## config.mk

```make
export PLATFORM = sky130hd
export DESIGN_NAME = uart_tx_arb
export DESIGN_NICKNAME = d
export VERILOG_FILES = /design/src/rtl/uart_tx_arb_pkg.sv /design/src/rtl/uart_tx_arb_rr.sv /design/src/rtl/uart_tx_arb.sv
export SDC_FILE = /design/constraint.sdc
export NUM_CORES = 1
export LEC_CHECK = 0
export BUFFER_PORTS_ARGS = -buffer_cell sky130_fd_sc_hd__buf_2
export CAP_MARGIN = 20
export CORE_UTILIZATION = 53
export CTS_CLUSTER_DIAMETER = 30
export DETAILED_ROUTE_END_ITERATION = 16
export HOLD_SLACK_MARGIN = 0.03
export PLACE_DENSITY = 0.93
export SLEW_MARGIN = 25
export SYNTH_ARGS = -nofsm -noshare
export SYNTH_HDL_FRONTEND = slang
export SYNTH_SLANG_ARGS = --single-unit
```

## constraint.sdc

```tcl
create_clock -name clk -period 4.3 [get_ports clk]
set_clock_uncertainty 0.05 [all_clocks]
set_input_delay 0.43 -clock clk [delete_from_list [all_inputs] [get_ports clk]]
set_output_delay 0.43 -clock clk [all_outputs]
set_load 0.005 [all_outputs]
```

## src/rtl/uart_tx_arb_pkg.sv

```systemverilog
// Shared definitions for the UART transmit arbiter: FSM state encoding and
// the WAIT_BUSY timeout used before a character is re-sent.
package uart_tx_arb_pkg;

    typedef enum logic [1:0] {
        IDLE      = 2'd0,
        ISSUE     = 2'd1,
        WAIT_BUSY = 2'd2,
        WAIT_DONE = 2'd3
    } state_t;

    // Cycles spent in WAIT_BUSY without tx_active before the character is re-issued.
    localparam int unsigned BUSY_TIMEOUT = 4;
    localparam int          TIMER_W      = 3;

endpackage

```

## src/rtl/uart_tx_arb_rr.sv

```systemverilog
// Round-robin selector: returns the one-hot winner among the requests,
// searching upward from the pointer and wrapping at N-1 -> 0.
module rr_arbiter #(
    parameter int N     = 4,
    parameter int PTR_W = (N > 1) ? $clog2(N) : 1
) (
    input  logic [N-1:0]     req,
    input  logic [PTR_W-1:0] ptr,
    output logic [N-1:0]     win
);

    localparam int SW = PTR_W + 1;

    logic [SW-1:0]    sum;
    logic [PTR_W-1:0] idx;
    logic             found;

    always_comb begin
        win   = '0;
        found = 1'b0;
        sum   = '0;
        idx   = '0;
        for (int k = 0; k < N; k++) begin
            sum = {1'b0, ptr} + SW'(k);
            if (sum >= SW'(N)) begin
                sum = sum - SW'(N);
            end
            idx = sum[PTR_W-1:0];
            if (!found && req[idx]) begin
                win[idx] = 1'b1;
                found    = 1'b1;
            end
        end
    end

endmodule

```

## src/rtl/uart_tx_arb.sv

```systemverilog
// Arbitrates N character sources onto one UART transmitter.
// Optional packet locking is enabled with the macro UART_TX_ARB_LOCK_EN.
module uart_tx_arb
    import uart_tx_arb_pkg::*;
#(
    parameter int N     = 4,
    parameter int WIDTH = 8
) (
    input  logic               clk,
    input  logic               rst_n,
    input  logic [N-1:0]       req_valid,
    input  logic [N*WIDTH-1:0] req_data,
    input  logic [N-1:0]       req_last,
    output logic [N-1:0]       req_ready,
    output logic [N-1:0]       grant,
    output logic [WIDTH-1:0]   tx_data,
    output logic               tx_send,
    input  logic               tx_active,
    input  logic               tx_sent,
    output logic               busy
);

    localparam int PTR_W = (N > 1) ? $clog2(N) : 1;
    localparam int SW    = PTR_W + 1;

    state_t             state;
    logic [PTR_W-1:0]   ptr;
    logic [TIMER_W-1:0] timer;
    logic [N-1:0]       req_eligible;
    logic [N-1:0]       win;
    logic [PTR_W-1:0]   win_idx;
    logic [WIDTH-1:0]   sel_data;

    function automatic logic [PTR_W-1:0] ptr_after(input logic [PTR_W-1:0] i);
        logic [SW-1:0] s;
        s = {1'b0, i} + SW'(1);
        if (s >= SW'(N)) begin
            s = '0;
        end
        return s[PTR_W-1:0];
    endfunction

`ifdef UART_TX_ARB_LOCK_EN
    logic             locked;
    logic             cur_last;
    logic [PTR_W-1:0] owner_idx;

    // While a packet is open only its owner may compete.
    assign req_eligible = locked ? (req_valid & grant) : req_valid;
`else
    logic unused_last;

    assign unused_last  = ^req_last;
    assign req_eligible = req_valid;
`endif

    rr_arbiter #(
        .N     (N),
        .PTR_W (PTR_W)
    ) u_rr (
        .req (req_eligible),
        .ptr (ptr),
        .win (win)
    );

    always_comb begin
        win_idx  = '0;
        sel_data = '0;
        for (int i = 0; i < N; i++) begin
            if (win[i]) begin
                win_idx  = PTR_W'(i);
                sel_data = req_data[i*WIDTH +: WIDTH];
            end
        end
    end

    // The acceptance pulse coincides with the edge that latches the character.
    assign req_ready = (rst_n && (state == IDLE)) ? win : '0;
    assign busy      = (state != IDLE);

    always_ff @(posedge clk or negedge rst_n) begin
        if (!rst_n) begin
            state   <= IDLE;
            grant   <= '0;
            tx_data <= '0;
            tx_send <= 1'b0;
            ptr     <= '0;
            timer   <= '0;
`ifdef UART_TX_ARB_LOCK_EN
            locked    <= 1'b0;
            cur_last  <= 1'b0;
            owner_idx <= '0;
`endif
        end else begin
            tx_send <= 1'b0;
            case (state)
                IDLE: begin
                    if (|req_eligible) begin
                        grant   <= win;
                        tx_data <= sel_data;
                        tx_send <= 1'b1;
                        timer   <= '0;
                        state   <= ISSUE;
`ifdef UART_TX_ARB_LOCK_EN
                        cur_last  <= |(req_last & win);
                        owner_idx <= win_idx;
`else
                        ptr <= ptr_after(win_idx);
`endif
                    end
                end
                ISSUE: begin
                    timer <= '0;
                    state <= WAIT_BUSY;
                end
                WAIT_BUSY: begin
                    if (tx_active) begin
                        state <= WAIT_DONE;
                    end else if (timer == TIMER_W'(BUSY_TIMEOUT - 1)) begin
                        tx_send <= 1'b1;
                        state   <= ISSUE;
                    end else begin
                        timer <= timer + TIMER_W'(1);
                    end
                end
                WAIT_DONE: begin
                    if (tx_sent || !tx_active) begin
                        state <= IDLE;
`ifdef UART_TX_ARB_LOCK_EN
                        if (cur_last) begin
                            grant  <= '0;
                            locked <= 1'b0;
                            ptr    <= ptr_after(owner_idx);
                        end else begin
                            locked <= 1'b1;
                        end
`else
                        grant <= '0;
`endif
                    end
                end
                default: state <= IDLE;
            endcase
        end
    end

endmodule

```

### Yosys cells after proc, flatten, opt, wreduce, memory -nomap -nowiden

Cells that the tools add are included.

| storage, ports and cells | value |
|---|---|
| input bits | 44 |
| register bits after elaboration | 20 |
| output and inout bits | 18 |

| operators by class | value |
|---|---|
| eq/ne operators | 9 |
| order comparisons | 13 |
| reduce and logical (&&, ||, !) cells | 22 |
| add/subtract/negate cells | 9 |
| bitwise operators | 3 |
| mux-type cells | 52 |

Operators by type and width:

| operator | count |
|---|---|
| $mux W8 | 4 |
| $mux W4 | 7 |
| $mux W2 | 11 |
| $mux W1 | 15 |
| $ge A3 B3 Y1 const B | 4 |
| $lt A2 B3 Y1 const B | 4 |
| $or A4 B4 Y4 | 3 |
| $mux W3 | 3 |
| $pmux W3 S3 | 1 |
| $bmux W1 S2 | 4 |
| $demux W1 S2 | 4 |
| $ge A2 B1 Y1 const B | 4 |
| $logic_and A1 B1 Y1 | 8 |
| $pmux W2 S4 | 1 |
| $pmux W4 S2 | 1 |
| $sub A2 B1 Y2 const B | 4 |
| $add A2 B1 Y3 const B | 2 |
| $add A2 B2 Y3 const B | 2 |
| $ne A2 B2 Y1 const B | 3 |
| $reduce_and A3 Y1 | 2 |
| $eq A2 B2 Y1 const B | 2 |
| $logic_not A1 Y1 | 4 |
| $reduce_and A4 Y1 | 1 |
| $reduce_bool A2 Y1 | 2 |
| other kinds (12) | 12 |

### Depth between registers and ports, before layout

| depth | value |
|---|---|
| depth in word-level cells | 20 |
| mapped depth | 10 |
| depth with buffers taken out | 8 |

### Modules after synthesis

A second synthesis with hierarchy kept.

| unflattened totals | value |
|---|---|
| cell total of the unflattened synthesis | 160 |
| area, all modules | 1,647.8 um^2 |

By module, submodules not included:

| module | instances | sequential area each (um^2) | cells each | area an instance (um^2) |
|---|---|---|---|---|
| uart_tx_arb | 1 | 500.5 | 130 | 1,345.0 |
| rr_arbiter | 1 | 0.0 | 30 | 302.8 |

### Worst setup path after synthesis

OpenSTA, ideal clock, no wires.

| timing path | value |
|---|---|
| path type | flip-flop to output port |
| from | register ptr[0] |
| to | output req_ready[1] |
| cell stages (with the launch flop) | 10 |
| arrival time | 2.570 ns |
| path slack | 1.250 ns |
| required time | 3.820 ns |
| cell sequence | dfrtp_1 > buf_6 > inv_1 > ha_1 > mux4_2 > or3b_1 > a22oi_4 > nand2b_4 > buf_8 > nor2b_1 |

| between the ends | value |
|---|---|
| longest elaborated chain between the ends | 15 |
| elaborated cells between the ends (all ways) | 60 |

RTL lines:

| element | line | source |
|---|---|---|
| from (decl) | uart_tx_arb.sv:27 | `logic [PTR_W-1:0] ptr;` |
| from (signal assigned) | uart_tx_arb.sv:108 | `ptr <= ptr_after(win_idx);` |
| branches (longest 13 deep; another with $add A2 B1 Y3) | -- |  |
| $mux W4 * | uart_tx_arb_rr.sv:29 | `if (!found && req[idx]) begin` |
| $mux W4 * | uart_tx_arb.sv:78 | `assign req_ready = (rst_n && (state == IDLE)) ? win : '0;` |
| to (decl) | uart_tx_arb.sv:14 | `output logic [N-1:0] req_ready,` |

Every way passes the cells marked *. The select of a mux whose other input is x is not followed.

### Worst setup path in the final report

Ends and elaborated chain as after synthesis.

==> flow_metrics.py <==
metrics = {
    "outcome": {
        "run_status": "complete, but fails checks",
        "violations": "DRC",
    },
    "power_and_ir_drop": {
        "p_leak_nw": 0.882,
        "finalPower_mw": 1.41,
        "power_density_mw_per_mm2": 740,
        "vdd_drop_max_mv": 0.500,
    },
    "sta": {
        "min_period_ns": 3.74,
        "period_share_pct": 87.0,
        "fmax_ghz": 0.267,
        "setup-violations-final": 0,
        "fin_ws_ns": 0.560,
        "final_hold_viol_count": 0,
        "grt_setup_unrepaired": "no",
        "relSlewSlack_pct": 44.2,
        "finalMaxSlewViolations": 0,
        "whs_ns": 0.306,
        "worst_pin_slew_ns": 0.834,
        "fin_setup_tns_ns": 0,
    },
    "setup_path": {
        "crit_slowest_cell": "dfrtp_1",
        "path_buf_inv": 2,
        "timing.rr.start": "ptr[0]",
        "max_stage_delay_ns": 0.61,
        "crit_chain": "inv_1, ha_1, mux4_2, or3b_1, a22oi_4, nand2b_4, nor2b_1, buf_2",
        "cp.depth": 8,
        "endpoint": "req_ready[1]",
        "cp.arrival_ns": 3.26,
        "worstPathRequired_ns": 3.82,
        "crit_path_start_kind": "flop",
        "reg2regPathDepth": 8,
        "reg2reg_to": "tx_data[6]",
        "cp_max_fo": 12,
        "ff2ff_setup_slack_ns": 1.05,
        "crit_path_end_kind": "output port",
        "critPathTopFamily": "simple AND/OR/NAND/NOR gates",
        "crit_path_start": "ptr[0]",
        "crit_type": "reg -> out",
    },
    "final_layout": {
        "layout.nets": 287,
        "fin_cells": 261,
        "finish.instance_area_sq_mm": 0.00191,
        "drive_above_1_share_pct": 33.9,
        "area_delta_synth_final_pct": 20.6,
        "n_antenna_cell": 0,
        "final_util_pct": 68.2,
    },
    "cts": {
        "htreeDepth": 1,
        "cts_made_buffers": 3,
        "cts.sink_count": 20,
        "cts_tree": "yes",
        "postCtsSetupBuffers": 0,
        "ctsLongestPathBuffers": 2,
        "clock_latency_ns": 0.31,
        "root_buffer": "clkbuf_4",
        "clkTransAtPathRegs_ns": 0.11,
    },
    "logic_synthesis": {
        "synthTopCellsByArea": "dfrtp_1, ha_1, o22ai_1",
        "synthArstFlopShare_pct": 100,
        "synth_most_common_cell": "dfrtp_1",
        "yosysUniqueCellTypes": 41,
        "synth_edf_count": 0,
        "synth_nets": 231,
        "synth_common_cells": "dfrtp_1, nand2_1, inv_1, a21oi_1, ha_1",
        "synthFlopType": "dfrtp_1",
        "synth_area_sq_mm": 0.00159,
        "ys_seq_elements": 20,
        "yosys_warnings": 0,
        "synth_top_area_cell": "dfrtp_1",
        "seq_area_frac_synth_pct": 31.6,
        "synth_top_cell_area_share_pct": 31.6,
        "syn_avg_cell_area_sq_um": 9.06,
        "syn-instance-count": 175,
    },
    "global_route": {
        "grt_pass1_vias": 1410,
        "grt_max_degree": 22,
        "antenna_found_initial": 0,
        "globalRouteOverflowTotal": 0,
        "grt_usage_pct": 23.8,
        "grt_pass1_wl_um": 6090,
    },
    "drt": {
        "ant_nets": 0,
        "wl_per_cell_um": 14.5,
        "route.detailed.drc": 2,
        "routed_via_density": 6.02,
        "dr_total_vias": 1572,
        "dr.pass1.iters": 10,
        "drt_iter0_drc": 83,
        "drt_wl_total_um": 3780,
    },
    "floorplanning": {
        "row_count": 19,
        "start_util_pct": 56.5,
        "die-area_sq_mm": 0.00321,
        "pin_count": 62,
        "core_sq_mm": 0.00281,
        "die_h_um": 56.7,
        "die_x_um": 56.7,
    },
    "min_path": {
        "min_path_type": "in -> reg",
    },
    "placed_design": {
        "dp.cells": 256,
        "place_congestion": 0.855,
        "port_buffers": 57,
        "pre_cts_slack_ns": 0.908,
        "hpwl_um": 2770,
        "dpl-instance-area_sq_mm": 0.00187,
    },
    "run": {
        "drv_cap": 0,
    },
}
==> registers in the layout, indices dropped and copies added (netlist names) <==
signal / flops
ptr: 2
tx_send: 1
timer: 3
tx_data: 8
state: 2
grant: 4
==> layer usage <==
layer / track usage, % / share of wire, % / vias to the layer above
met2: 41.8 / 50 / 54
li1: - / - / 756
met3: 3.69 / 4.8 / 8
met5: 0 / 0 / -
met4: 4.64 / 1.0 / 0
met1: 30.7 / 44 / 754
==> cells in the final DEF, fill, tap and decap left out, drive strengths merged, types with 2 or more instances in the layout <==
master and instances:
nor3 2, nand3 11, nand2 14, o22ai 12, nand3b 4, a21o 3
buf 58, o31ai 2, ha 12, a2111oi 2, nor2 9, dfrtp 20
o21ai 9, a31oi 9, a21oi 12, inv 13, a22o 2, mux4 3
clkbuf 4, nor3b 2, and2 3, or3 9, nor2b 2, or3b 4
==> cell type report <==
type                            instances  area, sq um
Tap cell                               31         38.8
Timing Repair Buffer                   59          303
Clock buffer                            4         36.3
Multi-Input combinational cell        134          985
Sequential cell                        20          500
Fill cell                             230          893
Inverter                               13         48.8
==> worst register-to-register path, cell delays in order, from the launching register on <==
cell       delay [ns]
dfrtp_1          0.61
inv_1            0.17
ha_1             0.42
mux4_2           0.61
nor3b_1          0.22
o22ai_1          0.17
a2111oi_4        0.63
nand2_1          0.14
a31oi_1          0.16
==> report_power, final <==
| group | switching [mW] | internal (mW) | leakage (nW) | total (mW) |
|---|---|---|---|---|
| logic | 0.553 | 0.403 | 0.617 | 0.956 |
| registers | 0.0688 | 0.277 | 0.244 | 0.346 |
| clock network | 0.0605 | 0.0517 | 0.0210 | 0.112 |
==> logic make-up (layout without fill, tap and decap cells) <==
logic type / after synthesis / after routing / share of synthesized area (%)
multiplexers: 3 / 3 / 4.50
AO/OA/AOI/OAI: 56 / 56 / 26.0
buffers and inverters: 21 / 76 / 6.31
adder cells (fa/ha/maj): 12 / 12 / 9.47
AND/OR/NAND/NOR: 63 / 63 / 22.1
flip-flops: 20 / 20 / 31.6
==> how the worst min path moves through the flow <==
stage | from | to | slack (ns) | cells after the start
3_3_place_gp | rst_n | state[0] | 0.35 | 1
2_1_floorplan | rst_n | grant[0] | 0.08 | 0
6_report | req_data[3] | tx_data[3] | 0.31 | 3
4_1_cts | req_data[3] | tx_data[3] | 0.31 | 3
3_5_place_dp | rst_n | timer[2] | 0.36 | 1
5_1_grt | req_data[0] | tx_data[0] | 0.32 | 3
==> timing repair <==
item / in CTS / in global routing
resized for setup: 0 / 0
hold buffers: 1 / 0
endpoints found under the hold margin: 20 / 0
endpoints found under the setup margin: 0 / 0
(Power assumes the default switching activity.)
